**src/rtl/vending_fsm_param_if.sv**
```systemverilog
// Front-panel bus of the vending controller: coin/selection/cancel/restock in,
// credit, change and one-cycle event pulses out.
interface vending_fsm_param_if #(
  parameter int N_DRINKS = 4,
  parameter int SEL_W    = 3,
  parameter int COIN_W   = 32
);
  logic [COIN_W-1:0]   coin;
  logic [SEL_W-1:0]    drink_choose;
  logic                cancel;
  logic                restock;
  logic [COIN_W-1:0]   total_coin;
  logic [COIN_W-1:0]   change;
  logic                change_valid;
  logic [N_DRINKS-1:0] avail;
  logic [N_DRINKS-1:0] sold_out;
  logic                dispense_valid;
  logic [SEL_W-1:0]    dispense_id;
  logic                coin_reject;
  logic                deny;

  modport master (
    output coin, drink_choose, cancel, restock,
    input  total_coin, change, change_valid, avail, sold_out,
           dispense_valid, dispense_id, coin_reject, deny
  );

  modport slave (
    input  coin, drink_choose, cancel, restock,
    output total_coin, change, change_valid, avail, sold_out,
           dispense_valid, dispense_id, coin_reject, deny
  );
endinterface

```
**src/rtl/vending_fsm_param.sv**
```systemverilog
// Parametrised vending controller: coin credit with ceiling, per-drink stock,
// one-cycle VEND state, registered change/dispense/reject/deny pulses.
module vending_fsm_param_slot #(
  parameter int COIN_W     = 32,
  parameter int PRICE_W    = 8,
  parameter int STOCK_W    = 4,
  parameter int STOCK_INIT = 15
) (
  input  logic               clk,
  input  logic               reset,
  input  logic               restock,
  input  logic               take,
  input  logic               blocked,
  input  logic [COIN_W-1:0]  credit,
  input  logic [PRICE_W-1:0] price,
  output logic               avail,
  output logic               sold_out
);
  logic [STOCK_W-1:0] stock;

  // restock wins over a same-edge decrement
  always_ff @(posedge clk) begin
    if (reset || restock) stock <= STOCK_W'(STOCK_INIT);
    else if (take)        stock <= stock - 1'b1;
  end

  assign sold_out = (stock == '0);
  assign avail    = !blocked && !sold_out && (credit >= COIN_W'(price));
endmodule

module vending_fsm_param #(
  parameter int N_DRINKS = 4,
  parameter int SEL_W    = 3,
  parameter int COIN_W   = 32,
  parameter int PRICE_W  = 8,
  parameter logic [N_DRINKS*PRICE_W-1:0] PRICES = {8'd25, 8'd20, 8'd15, 8'd10},
  parameter int STOCK_W    = 4,
  parameter int STOCK_INIT = 15,
  parameter int unsigned MAX_CREDIT = 255
) (
  input logic                 clk,
  input logic                 reset,
  vending_fsm_param_if.slave  bus
);
  typedef enum logic [1:0] {IDLE, CREDIT, VEND} state_t;

  localparam logic [COIN_W:0] MAX_SUM = (COIN_W+1)'(MAX_CREDIT);

  state_t                             state;
  logic [COIN_W-1:0]                  credit, change;
  logic                               change_valid, dispense_valid, coin_reject, deny;
  logic [SEL_W-1:0]                   dispense_id;
  logic [N_DRINKS-1:0][PRICE_W-1:0]   price_tab;
  logic [N_DRINKS-1:0]                hit, take, avail, sold_out;
  logic [COIN_W-1:0]                  sel_price;
  logic [COIN_W:0]                    coin_sum;
  logic                               coin_nz, cancel_go, vend_go, in_vend;

  assign price_tab = PRICES;
  assign in_vend   = (state == VEND);

  for (genvar i = 0; i < N_DRINKS; i++) begin : g_hit
    assign hit[i] = (bus.drink_choose == SEL_W'(i + 1));
  end

  // avail is already forced low in VEND, so no vend can start there
  assign cancel_go = bus.cancel && (credit != '0) && !in_vend;
  assign vend_go   = |(hit & avail) && !cancel_go;
  assign take      = hit & {N_DRINKS{vend_go}};
  assign coin_nz   = |bus.coin;
  assign coin_sum  = {1'b0, credit} + {1'b0, bus.coin};

  always_comb begin
    sel_price = '0;
    for (int i = 0; i < N_DRINKS; i++)
      if (hit[i]) sel_price = COIN_W'(price_tab[i]);
  end

  vending_fsm_param_slot #(
    .COIN_W(COIN_W), .PRICE_W(PRICE_W), .STOCK_W(STOCK_W), .STOCK_INIT(STOCK_INIT)
  ) u_slot [N_DRINKS-1:0] (
    .clk      (clk),
    .reset    (reset),
    .restock  (bus.restock),
    .take     (take),
    .blocked  (in_vend),
    .credit   (credit),
    .price    (price_tab),
    .avail    (avail),
    .sold_out (sold_out)
  );

  always_ff @(posedge clk) begin
    if (reset) begin
      state          <= IDLE;
      credit         <= '0;
      change         <= '0;
      change_valid   <= 1'b0;
      dispense_valid <= 1'b0;
      dispense_id    <= '0;
      coin_reject    <= 1'b0;
      deny           <= 1'b0;
    end else begin
      change_valid   <= 1'b0;
      dispense_valid <= 1'b0;
      dispense_id    <= '0;
      coin_reject    <= 1'b0;
      deny           <= 1'b0;
      if (in_vend) begin
        state       <= IDLE;
        coin_reject <= coin_nz;
      end else if (cancel_go) begin
        change       <= credit;
        change_valid <= 1'b1;
        credit       <= '0;
        state        <= IDLE;
        coin_reject  <= coin_nz;
      end else if (vend_go) begin
        change         <= credit - sel_price;
        change_valid   <= 1'b1;
        dispense_valid <= 1'b1;
        dispense_id    <= bus.drink_choose;
        credit         <= '0;
        state          <= VEND;
        coin_reject    <= coin_nz;
      end else begin
        // a refused selection still lets a same-cycle coin through
        deny <= (bus.drink_choose != '0);
        if (coin_nz) begin
          if (coin_sum <= MAX_SUM) begin
            credit <= coin_sum[COIN_W-1:0];
            state  <= CREDIT;
          end else begin
            coin_reject <= 1'b1;
          end
        end
      end
    end
  end

  assign bus.total_coin     = credit;
  assign bus.change         = change;
  assign bus.change_valid   = change_valid;
  assign bus.dispense_valid = dispense_valid;
  assign bus.dispense_id    = dispense_id;
  assign bus.coin_reject    = coin_reject;
  assign bus.deny           = deny;
  assign bus.avail          = avail;
  assign bus.sold_out       = sold_out;
endmodule

```
**src/flat_wrapper.sv**
```systemverilog
// flat-port wrapper written by rule: the top's interface ports become plain ports
module vending_fsm_param_flat 
#(
  parameter int N_DRINKS = 4,
  parameter int SEL_W    = 3,
  parameter int COIN_W   = 32,
  parameter int PRICE_W  = 8,
  parameter logic [N_DRINKS*PRICE_W-1:0] PRICES = {8'd25, 8'd20, 8'd15, 8'd10},
  parameter int STOCK_W    = 4,
  parameter int STOCK_INIT = 15,
  parameter int unsigned MAX_CREDIT = 255
)
  (clk, reset, bus_coin, bus_drink_choose, bus_cancel, bus_restock, bus_total_coin, bus_change, bus_change_valid, bus_avail, bus_sold_out, bus_dispense_valid, bus_dispense_id, bus_coin_reject, bus_deny);
  vending_fsm_param_if #(.N_DRINKS(N_DRINKS), .SEL_W(SEL_W), .COIN_W(COIN_W)) bus_i ();
  input logic clk;
  input logic reset;
  input wire logic [$bits(bus_i.coin)-1:0] bus_coin;
  input wire logic [$bits(bus_i.drink_choose)-1:0] bus_drink_choose;
  input wire logic [$bits(bus_i.cancel)-1:0] bus_cancel;
  input wire logic [$bits(bus_i.restock)-1:0] bus_restock;
  output wire logic [$bits(bus_i.total_coin)-1:0] bus_total_coin;
  output wire logic [$bits(bus_i.change)-1:0] bus_change;
  output wire logic [$bits(bus_i.change_valid)-1:0] bus_change_valid;
  output wire logic [$bits(bus_i.avail)-1:0] bus_avail;
  output wire logic [$bits(bus_i.sold_out)-1:0] bus_sold_out;
  output wire logic [$bits(bus_i.dispense_valid)-1:0] bus_dispense_valid;
  output wire logic [$bits(bus_i.dispense_id)-1:0] bus_dispense_id;
  output wire logic [$bits(bus_i.coin_reject)-1:0] bus_coin_reject;
  output wire logic [$bits(bus_i.deny)-1:0] bus_deny;
  assign bus_i.coin = bus_coin;
  assign bus_i.drink_choose = bus_drink_choose;
  assign bus_i.cancel = bus_cancel;
  assign bus_i.restock = bus_restock;
  assign bus_total_coin = bus_i.total_coin;
  assign bus_change = bus_i.change;
  assign bus_change_valid = bus_i.change_valid;
  assign bus_avail = bus_i.avail;
  assign bus_sold_out = bus_i.sold_out;
  assign bus_dispense_valid = bus_i.dispense_valid;
  assign bus_dispense_id = bus_i.dispense_id;
  assign bus_coin_reject = bus_i.coin_reject;
  assign bus_deny = bus_i.deny;
  vending_fsm_param #(.N_DRINKS(N_DRINKS), .SEL_W(SEL_W), .COIN_W(COIN_W), .PRICE_W(PRICE_W), .PRICES(PRICES), .STOCK_W(STOCK_W), .STOCK_INIT(STOCK_INIT), .MAX_CREDIT(MAX_CREDIT)) u_core (.clk(clk), .reset(reset), .bus(bus_i));
endmodule
```
**config.mk**
```make
export PLATFORM = sky130hd
export DESIGN_NAME = vending_fsm_param_flat
export DESIGN_NICKNAME = d
export VERILOG_FILES = /design/src/rtl/vending_fsm_param_if.sv /design/src/rtl/vending_fsm_param.sv /design/src/flat_wrapper.sv
export SDC_FILE = /design/constraint.sdc
export NUM_CORES = 1
export LEC_CHECK = 0
export ABC_AREA = 1
export CORE_MARGIN = 2
export CORE_UTILIZATION = 45
export DETAILED_ROUTE_END_ITERATION = 7
export PLACE_DENSITY = 0.8
export SLEW_MARGIN = 20
export SYNTH_ARGS = -nofsm -noshare
export SYNTH_HDL_FRONTEND = slang
export SYNTH_SLANG_ARGS = --single-unit
export TNS_END_PERCENT = 30
```
**constraint.sdc**
```tcl
create_clock -name clk -period 3.9 [get_ports clk]
set_input_delay 0.78 -clock clk [delete_from_list [all_inputs] [get_ports clk]]
set_output_delay 0.78 -clock clk [all_outputs]
set_load 0.02 [all_outputs]
```
Word level (Yosys, flattened, before mapping)
Cells that the tools add are included.
{ "op_classes": {"addsub": 6, "eq_ne": 5, "reduce_logical": 39, "n_bitwise": 4, "n_mux": 20, "magnitude_cmp": 5} }
{ "op_table": {"columns": ["op", "count"], "rows": [
  ["$mux 32", 6],
  ["$ge 32x4->1 const B", 2],
  ["$ge 32x5->1 const B", 2],
  ["$add 32x32->33", 1],
  ["$le 33x8->1 const B", 1],
  ["$reduce_bool 32->1", 1],
  ["$reduce_or 32->1", 1],
  ["$sub 32x5->32", 1],
  ["$logic_not 4->1", 4],
  ["$sub 4x1->4 const B", 4],
  ["$reduce_or 4->1", 3],
  ["$logic_and 1x1->1", 11],
  ["$mux 5", 2],
  ["$reduce_bool 3->1", 3],
  ["$and 4x4->4", 2],
  ["$mux 4", 2],
  ["$mux 1", 7],
  ["$eq 3x2->1 const B", 2],
  ["$logic_not 1->1", 6],
  ["$mux 2", 3],
  ["$reduce_and 2->1", 3],
  ["$reduce_bool 2->1", 3],
  ["$eq 3x1->1 const B", 1],
  ["$eq 3x3->1 const B", 1],
  ["6 further kinds", 7]
]} }
{ "word_totals": {"input_bits": 39, "reg_bits": 89, "word_cells": 92, "out_inout_bits": 79} }

Depth between registers and ports, before layout
{ "depth": {"ltp_word": 10, "ltp_mapped": 21, "mapped_depth_nobuf": 21} }

Hierarchy
From an unflattened synthesis, not the netlist that was laid out.
{ "unflattened": {"hier_cells": 1511, "area_unflattened_um2": 8647.0} }
{ "by_module_without_submodules": {"columns": ["module", "n_inst", "area_per_inst_um2", "cells_per_inst", "seq_area_each_um2"], "rows": [
  ["vending_fsm_param", 1, 6625.1, 1163, 1461.4],
  ["vending_fsm_param_slot", 4, 505.5, 87, 80.1]
]} }

Least setup slack after synthesis
No wires, ideal clock.
{ "synth_path": {"path_type": "input port to flip-flop", "start": "input port bus_drink_choose[2]", "end": "register u_core.change[28] (netlist: u_core.bus.change[28])", "required_ps": 3780, "arrival_ps": 2976, "setup_ps": 120, "path_stages": 19, "path_slack_ps": 804, "path_buffers": 0, "cell_sequence": "inv_1 > nor3_1 > inv_1 > nand2_1 > inv_1 > ha_1 > inv_1 > nor2_1 > inv_1 > nor2_1 > nor4_1 > nand2_2 > inv_2 > nand2_1 > nor2_2 > nand2_1 > nor3_2 > xor2_1 > a21oi_1"} }
{ "synth_via": {"elab_chain_cells": 8, "word_cells_on_any_way": 16, "classes_between": "add/sub (1); eq/ne (4); mux (6); bitwise (1); reduce/logical (4)"} }
{ "synth_rtl": {"columns": ["element", "line_no", "rtl"], "rows": [
  ["start, declared", "flat_wrapper.sv:18", "input wire logic [$bits(bus_i.drink_choose)-1:0] bus_drink_choose;"],
  ["$eq 3x1->1", "vending_fsm_param.sv:63", "assign hit[i] = (bus.drink_choose == SEL_W'(i + 1));"],
  ["$mux 4 (2 in series)", "vending_fsm_param.sv:76", "if (hit[i]) sel_price = COIN_W'(price_tab[i]);"],
  ["$mux 5 (2 in series)", "vending_fsm_param.sv:76", null],
  ["$sub 32x5->32", "vending_fsm_param.sv:119", "change <= credit - sel_price;"],
  ["$mux 32", "vending_fsm_param.sv:118", "end else if (vend_go) begin"],
  ["$mux 32", "vending_fsm_param.sv:112", "end else if (cancel_go) begin"],
  ["end signal, assigned", "vending_fsm_param.sv:113", "change <= credit;"],
  ["end signal, assigned", "vending_fsm_param.sv:119", null],
  ["end, declared", "vending_fsm_param.sv:50", "logic [COIN_W-1:0] credit, change;"]
]} }
Parallel ways exist; a longest one is shown, timed or not. The select of a mux whose other input is x is not followed.
A chain may end at the register's enable or synchronous reset.

Worst setup path in the final report
{ "layout_path": {"start": "input port bus_coin[0]", "end": "register u_core.credit[7] (netlist: u_core.bus.total_coin[7])"} }
{ "layout_via": {"elab_chain_cells": 5, "word_cells_on_any_way": 10, "classes_between": "add/sub (1); order compare (1); mux (4); reduce/logical (4)"} }
{ "layout_rtl": {"columns": ["element", "line_no", "rtl"], "rows": [
  ["start, declared", "flat_wrapper.sv:17", "input wire logic [$bits(bus_i.coin)-1:0] bus_coin;"],
  ["parallel branches: the longest is 5 deep, another holds $add 32x32->33", null, null],
  ["end signal, assigned", "vending_fsm_param.sv:131", "credit <= coin_sum[COIN_W-1:0];"],
  ["end, declared", "vending_fsm_param.sv:50", null]
]} }
Parallel ways; which one is timed is not known. The select of a mux whose other input is x is not followed.

==> reports/results.ini <==
[run_status]
status=finished, final reports clean

[placed_design]
dp_slack_ns=0.0327
placed_area_um2=8650
gp_congestion=0.941
hpwl_mm=17.6
io_buffers=117
post-place-cells=1507

[global_route]
antenna_found_initial=0
grt_pass1_vias=7019
grt_pass1_wl_mm=34.1
grt_overflow=0
grt_usage_pct=25.4
grt_max_degree=37

[die]
start_util_pct=45.7
dieHeight_um=131
die-area_um2=17100
rows=46
core_area_um2=15800
die_width_um=131
io_pins=118

[timing]
drv_slew=0
setup_tns_ns=0
rsz0062_at_grt=no
min_period_ns=3.56
hold_viol=0
slew_headroom_pct=32.1
timing.fmax_mhz=281
finalClockSkew_ns=0.00673
worstMarginPinSlew_ns=1.02
timing.final.ws_setup_ns=0.341
fin_crit_sh_pct=91.3
holdWs_ns=0.461
setup_violations=0

[worst_hold_path]
hold_depth=2
hp-start=u_core.state[0]$_SDFFE_PP0P_
holdPathEnd=u_core.state[0]$_SDFFE_PP0P_
hp-class=register to register

[cells_and_area]
layout-drive-gt1-share_pct=7.28
multi_input_area_um2=4480
fin_cells=1521
diodes=0
nets=1384
seq_area_um2=1780
finalCoreUtilization_pct=56.3
area_growth_pct=23.2
fin_area_um2=8910
fillers=1575

[setup_path]
reg2reg_depth=18
arrival_ns=3.83
rrSetupSlack_ns=0.64
critPathLaunchType=input pin
cp_data_required_time_ns=4.17
end_kind=register
r2r-start=u_core.bus.total_coin[1]$_SDFFE_PP0P_
rr_endpoint=u_core.bus.total_coin[7]$_SDFFE_PP0P_
critPathMaxFanout=22
critPathKind=input pin to register

[drt]
ant_nets=0
first_pass_iters=5
vias_per_cell=5.17
drt_iter0_markers=599
drc=0
wire_per_inst_um=14.5
routed_wl_mm=22.0
vias=7856

[synth]
ys_warn_count=0
synth_cell_type_count=44
synth-xor-area-share_pct=3.03
synth.area.mux_share_pct=0
yosys.area_share.adder_pct=7.64
netlist_instances=1183
synth_simple_gate_area_share_pct=41.3
synth_top_family_by_area=simple AND/OR/NAND/NOR gates
syn_area_per_cell_um2=6.12
syn_area_um2=7240
synth-compound-area-share_pct=9.89
ys_seq_area_share_pct=24.6
synthesis.nets=1265
synth-seq-cells=89

[clock_network]
post_cts_resized=0
clk_pin_slew_ns=0.06
htreeDepth=3
clock_latency_ns=0.34
cts_root_buf=clkbuf_16
cts_tree=yes
numCtsBuffers=9
cts_setup_buffers=0
cts_sinks=89
hold_buffers=0
cts_max_path_buffers=2

[pwr]
leakagePower_nw=4.53
ir_drop_mv=0.505
total_power_mw=5.22
power-per-cell-area_nw_per_um2=586

[job]
maxCapViolations=0

## layout make-up
cell class / count / area share [%]
Clock buffer: 14 / 2.96
Inverter: 214 / 9.01
Multi-Input combinational cell: 853 / 50.3
Sequential cell: 89 / 20.0
Tap cell: 216 / 3.03
Timing Repair Buffer: 135 / 14.7
## how the worst max path moves through the flow
stage / from / to / slack, ns / cells after the start
after floorplan: bus_drink_choose[2] / u_core.bus.change[28]$_SDFFE_PP0P_ / 0.80 / 19
after global placement: bus_coin[0] / u_core.bus.total_coin[7]$_SDFFE_PP0P_ / 0.13 / 20
after detailed placement: bus_coin[0] / u_core.bus.total_coin[7]$_SDFFE_PP0P_ / 0.03 / 20
after CTS: bus_coin[0] / u_core.bus.total_coin[7]$_SDFFE_PP0P_ / 0.38 / 20
after global routing: bus_coin[0] / u_core.bus.total_coin[7]$_SDFFE_PP0P_ / 0.009 / 20
final: bus_coin[0] / u_core.bus.total_coin[7]$_SDFFE_PP0P_ / 0.34 / 20
## critical path: stages
cell and delay [ns]:
clkdlybuf4s50_1 0.48, ha_1 0.17, inv_1 0.05, fa_1 0.44, o21bai_2 0.25, nand2_1 0.10
nand2_2 0.09, nand2_1 0.07, nand2_1 0.08, nand2_1 0.05, nand2_1 0.05, nand2_1 0.04
nor2_1 0.09, nand2_1 0.06, nor2_1 0.25, nand4_4 0.17, nand2_4 0.19, buf_12 0.22
nor2_1 0.06, nor2_1 0.11
## cell families (layout without fill, tap and decap cells)
logic type	Yosys count	count (layout)
AND/OR/NAND/NOR	655	655
flip-flops	89	89
XOR/XNOR	25	25
buffers and inverters	241	363
AO/OA/AOI/OAI	130	130
adder cells (fa/ha/maj)	43	43
## cells in the final DEF, fill, tap and decap left out, drive strengths merged
cell type      instances
a211oi                 2
a21o                   1
a21oi                 55
a31oi                 12
and2                   4
buf                   19
clkbuf                14
clkdlybuf4s50        116
clkinv                 1
dfxtp                 89
fa                     2
ha                    41
inv                  213
nand2                364
nand3                 62
nand3b                11
nand4                 21
nor2                 139
nor3                  35
nor3b                  3
nor4                  14
o2111ai                1
o211ai                 5
o21a                   2
o21ai                 47
o21bai                 3
o31ai                  2
or2                    2
xnor2                  9
xor2                  16
## per-layer routing
metal | up-vias | track usage, % | routed length [µm]
met5 | - | 0 | 0
met4 | 0 | 9.82 | 597
met3 | 38 | 4.48 | 1630
met2 | 307 | 42.8 | 10300
met1 | 3542 | 32.6 | 9480
li1 | 3969 | - | -
## power breakdown
group	internal (mW)	switching, mW
logic	1.21	1.94
registers	1.12	0.153
clock network	0.460	0.332
## synth_stat cells (all sizes together)
cell type  instances  area share [%]
nand2            364              19
inv              213              11
nor2             139             8.2
dfxtp             89              25
nand3             62             4.4
a21oi             55             3.8
o21ai             47             3.3
ha                41             7.1
nor3              35             4.1
nand4             21             2.0
buf               20             2.0
xor2              16             1.9
nor4              14             1.2
a31oi             12             1.0
nand3b            11             1.1
xnor2              9             1.1
clkbuf             7            0.36
o211ai             5            0.52
and2               4            0.35
nor3b              3            0.52
o21bai             3            0.36
a211oi             2            0.28
fa                 2            0.55
o21a               2            0.21
o31ai              2            0.21
or2                2            0.17
a21o               1            0.10
clkinv             1           0.052
o2111ai            1            0.12
## sequential cells by signal, summed over array words and instances (netlist names)
name / flops
u_core.bus.change_valid: 1
u_core.bus.change: 32
u_core.bus.total_coin: 32
u_core.u_slot.stock: 16
u_core.bus.deny: 1
u_core.bus.coin_reject: 1
u_core.bus.dispense_id: 3
u_core.bus.dispense_valid: 1
u_core.state: 2
(Power assumes the default switching activity.)
==> variant 1 (same flow settings) <==
Make the reset (`reset`) asynchronous in one clocked block.
--- a/src/rtl/vending_fsm_param.sv
+++ b/src/rtl/vending_fsm_param.sv
@@ -91,5 +91,5 @@
   );
 
-  always_ff @(posedge clk) begin
+  always_ff @(posedge clk or posedge reset) begin
     if (reset) begin
       state          <= IDLE;
Behaviour: differs if reset is asserted again (counterexample within 4 cycles, from zero or initial values and one cycle with reset high); with reset held inactive, the same outputs for 4 cycles.
==> variant 1 against the unedited design <==
- hold slack lost 0.0015 ns
- combinational power decreased by 18%
- sequential cell count did not move
- cell area is 3.3% higher
- non-clock buffer count decreased by 11
- sequential share of layout area up 3.3 points
- register-to-register slack better by 0.16 ns
- total power shrank 8.2%
- worst setup slack gained 0.10 ns
- area after synthesis is 4.0% higher
- wire length down 0.86%
- critical path type unchanged
- critical endpoint is now u_core.bus.change[22]
- largest cell class unchanged
- largest power group unchanged
==> variant 1: results (changes against the unedited design) <==
[drt]
drtIter0Drc = 589  ; -1.7%
wl_met2_um = 10300  ; +0.64%
dr_wl_met3_um = 1170  ; -28%
routedWlPerCell_um = 14.2  ; -1.6%

[final_layout]
seq_share_pct = 23.3  ; +3.3 points
final_area_um2 = 9210  ; +3.3%
drive_gt1_share_pct = 6.55  ; -0.72 points
clock_buffers = 10  ; -4
fill_cells = 1673  ; +6.2%
clock_area_share_pct = 3.48  ; +0.52 points
multi_input_cells = 866  ; +1.5%
inverters = 217  ; +1.4%
buf_share_pct = 13.3  ; -1.4 points
nNonClkBuffers = 124  ; -8.1%
instances_no_fill = 1532  ; +0.72%

[logic_synthesis]
seq_area_frac_synth_pct = 28.5  ; +3.9 points
synth_compound_area_share_pct = 5.44  ; -4.5 points
syn-num-nets = 1276  ; +0.87%
synth_common_cells = nand2_1 (395), inv_1 (209), nor2_1 (144)
synthDistinctLibCells = 39  ; -11%
syn_area_per_cell_um2 = 6.30  ; +3.0%
synth_xor_area_share_pct = 4.77  ; +1.7 points
synth_area_leader_cell = dfrtp_1
synthArstFlopShare_pct = 82.0  ; +82 points
synth_adder_area_share_pct = 7.35  ; -0.29 points

[global_route]
grtUsageMet3_pct = 3.16  ; -1.3 points
grt_pass1_vias = 7429  ; +5.8%
grt_pass1_wl_um = 36200  ; +6.1%
grtUsageMet1_pct = 33.1  ; +0.49 points
grt.met2_usage_pct = 43.9  ; +1.1 points

[power]
p_leak_uw = 0.00502  ; +11%
p_switching_uw = 2120  ; -13%
peakVddDrop_mv = 0.288  ; -43%

[hold_path]
whs_endpoint = u_core.u_slot[0].stock[0]
worstHoldStart = u_core.u_slot[0].stock[0]

[setup_path]
cp_slowest_stage_delay_ns = 0.45  ; -0.03 ns
worst-path-max-fanout = 4  ; -82%
regToRegStartpoint = u_core.bus.total_coin[1]
regToRegSetupSlack_ns = 0.80  ; +0.16 ns
r2r_cells = 16  ; -2

[timing]
maxSlewHeadroom_pct = 50.5  ; +18 points
fin_skew_ns = 0.0137  ; +0.00693 ns

[placed_design]
dp.cells = 1516  ; +0.60%
place_ws_ns = 0.116  ; +0.0836 ns
placed_cell_area_um2 = 8880  ; +2.7%
gp_congestion = 0.995  ; +5.8%

[floorplan]
coreArea_um2 = 16500  ; +4.0%

[outcome]
status = complete, no violations

## variant 1: worst max path at each step
| stage | end | slack [ns] | depth (start not counted) |
|---|---|---|---|
| final | u_core.bus.change[22] | 0.44 | 17 |
| after global routing | u_core.bus.change[22] | 0.17 | 17 |
| after CTS | u_core.bus.change[22] | 0.48 | 17 |
| after detailed placement | u_core.bus.change[22] | 0.12 | 17 |
| after global placement | u_core.bus.change[27] | 0.13 | 19 |
| after floorplan | u_core.bus.change[22] | 1.00 | 16 |
## variant 1: power groups by stage
stage | Sequential, µW | Clock [µW] | Combinational [µW]
final | 1290 | 924 | 2580
after global routing | 1320 | 971 | 2870
after CTS | 1290 | 936 | 2570
after detailed placement | 1310 | 0 | 2560
after global placement | 1300 | 0 | 2530
after floorplan | 1480 | 0 | 1590
## variant 1: tightest hold or removal path: cells and delay by family (launching register included)
kind / cells / cell delay, ns
flops: 1 / 0.32
simple gates: 2 / 0.10
==> variant 2 (config.mk and constraints unchanged) <==
Without the edit above. `STOCK_W` is set to 4 in 3 places; all go to 6.
--- a/src/rtl/vending_fsm_param.sv
+++ b/src/rtl/vending_fsm_param.sv
@@ -4,5 +4,5 @@
   parameter int COIN_W     = 32,
   parameter int PRICE_W    = 8,
-  parameter int STOCK_W    = 4,
+  parameter int STOCK_W    = 6,
   parameter int STOCK_INIT = 15
 ) (
@@ -35,5 +35,5 @@
   parameter int PRICE_W  = 8,
   parameter logic [N_DRINKS*PRICE_W-1:0] PRICES = {8'd25, 8'd20, 8'd15, 8'd10},
-  parameter int STOCK_W    = 4,
+  parameter int STOCK_W    = 6,
   parameter int STOCK_INIT = 15,
   parameter int unsigned MAX_CREDIT = 255
--- a/src/flat_wrapper.sv
+++ b/src/flat_wrapper.sv
@@ -7,5 +7,5 @@
   parameter int PRICE_W  = 8,
   parameter logic [N_DRINKS*PRICE_W-1:0] PRICES = {8'd25, 8'd20, 8'd15, 8'd10},
-  parameter int STOCK_W    = 4,
+  parameter int STOCK_W    = 6,
   parameter int STOCK_INIT = 15,
   parameter int unsigned MAX_CREDIT = 255
Formal check against the unedited RTL: same outputs for any inputs over 4 cycles, from zero or initial values and one cycle with reset high; that may be too few to reach the edited logic, so the function may still have changed.
==> variant 2 against the unedited design <==
- worst setup slack got worse by 0.049 ns
- critical path depth is 1 higher
- final cell count rose by 3.8%
- sequential cell count rose by 8
- sequential share of layout area increased by 1.2 points
- area after synthesis up 2.7%
- largest power group unchanged
- wire length is 2.6% higher
- total power decreased by 1.8%
- sequential power is 7% higher
- cell area grew 2.7%
- first-iteration DRC count shrank 6.8%
- die area rose by 2.6%
- hold slack better by 0.0043 ns
==> variant 2: results (changes against the unedited design) <==
[global_route]
track_usage_pct = 25.3  ; -0.12 points
antenna_found_initial = 0  ; unchanged
grt_pass1_wl_um = 36300  ; +6.6%
grt_max_degree = 52  ; +41%
grt_pass1_vias = 7479  ; +6.6%

[power]
p_sw_share_pct = 44.8  ; -1.7 points
peakVddDrop_mv = 0.582  ; +15%
p_leak_uw = 0.00457  ; +0.71%

[setup_path]
r2r_end = u_core.bus.total_coin[27]
cp_slowest_stage_delay_ns = 0.50  ; +0.02 ns
worst-path-max-fanout = 24  ; +9.1%
regToRegSetupSlack_ns = 0.61  ; -0.03 ns
r2r_cells = 20  ; +2
regToRegStartpoint = u_core.bus.total_coin[0]

[drt]
vias = 8160  ; +3.9%
drt-total-wl_um = 22600  ; +2.6%
routedWlPerCell_um = 14.3  ; -1.2%

[final_layout]
inverters = 208  ; -2.8%
nets = 1444  ; +4.3%
syn_to_final_growth_pct = 23.2  ; about the same
seq_share_pct = 21.2  ; +1.2 points
multi_input_area_um2 = 4550  ; +1.6%
clock_area_share_pct = 3.24  ; +0.28 points
clock_buffers = 10  ; -4
fill_cells = 1645  ; +4.4%
buf_share_pct = 14.3  ; -0.42 points
multi_input_cells = 908  ; +6.4%
nNonClkBuffers = 134  ; -0.74%

[timing]
fin_skew_ns = 0.00845  ; +0.00171 ns
fin_hold_ws_ns = 0.465  ; +0.00429 ns
worst_pin_slew_ns = 0.929  ; -0.0865 ns
period_needed_ns = 3.61  ; +0.0492 ns

[logic_synthesis]
synth_common_cells = nand2_1 (346), inv_1 (203), nor2_1 (159)
syn_inst = 1241  ; +4.9%
seq_area_frac_synth_pct = 26.1  ; +1.5 points
synthDistinctLibCells = 41  ; -6.8%
synth_area_leaders = dfxtp_1 (26%), nand2_1 (17%), inv_1 (10%), nor2_1 (8.0%), ha_1 (7.6%)

[placed_design]
placed_cell_area_um2 = 8850  ; +2.4%
gp_congestion = 0.977  ; +3.8%
place_ws_ns = -0.00934  ; -0.0421 ns
dp_hpwl_um = 18200  ; +3.0%
dp.cells = 1563  ; +3.7%

[flow_run]
max-cap-violations = 0  ; unchanged

[clocking]
cts_sinks = 97  ; +9.0%
cts_max_path_buffers = 2  ; unchanged

[outcome]
status = complete, no violations

[floorplan]
coreArea_um2 = 16000  ; +1.1%

## variant 2: critical path, delay by kind of cell
family	cells	cell delay (ns)
simple gates	15	1.63
fa+ha+maj	2	0.56
buf+inv	4	0.85
## variant 2: per-layer routing
| layer | global-route usage (%) | up-vias | part of all wire (%) |
|---|---|---|---|
| li1 | - | 4166 | - |
| met1 | 32.4 | 3644 | 43 |
| met2 | 41.8 | 303 | 46 |
| met3 | 5.63 | 47 | 7.8 |
| met4 | 9.26 | 0 | 2.9 |
| met5 | 0 | - | 0 |
## variant 2: worst max-delay path by stage
stage,start,slack (ns),cells after the start,end
6_report,bus_coin[0],0.29,21,u_core.bus.total_coin[27]
3_5_place_dp,bus_coin[0],-0.009,22,u_core.bus.total_coin[2]
2_1_floorplan,bus_drink_choose[2],0.70,18,u_core.bus.change[28]
3_3_place_gp,bus_coin[0],0.08,22,u_core.bus.total_coin[2]
5_1_grt,bus_coin[0],0.05,22,u_core.bus.total_coin[2]
4_1_cts,bus_coin[0],0.35,21,u_core.bus.total_coin[27]
## variant 2: logic make-up (layout without fill, tap and decap cells)
| logic type | count (synthesis) | after routing | share of synthesized area, % |
|---|---|---|---|
| AND/OR/NAND/NOR | 698 | 698 | 40.7 |
| adder cells (fa/ha/maj) | 47 | 47 | 8.11 |
| flip-flops | 97 | 97 | 26.1 |
| XOR/XNOR | 20 | 20 | 2.36 |
| AO/OA/AOI/OAI | 143 | 143 | 10.1 |
| buffers and inverters | 236 | 358 | 12.6 |
## variant 2: power groups by stage
stage	clock network, µW	logic [µW]	registers [µW]
3_3_place_gp	0	2800	1380
4_1_cts	898	2870	1360
5_1_grt	952	3170	1390
6_report	889	2870	1370
2_1_floorplan	0	1670	1580
3_5_place_dp	0	2840	1380
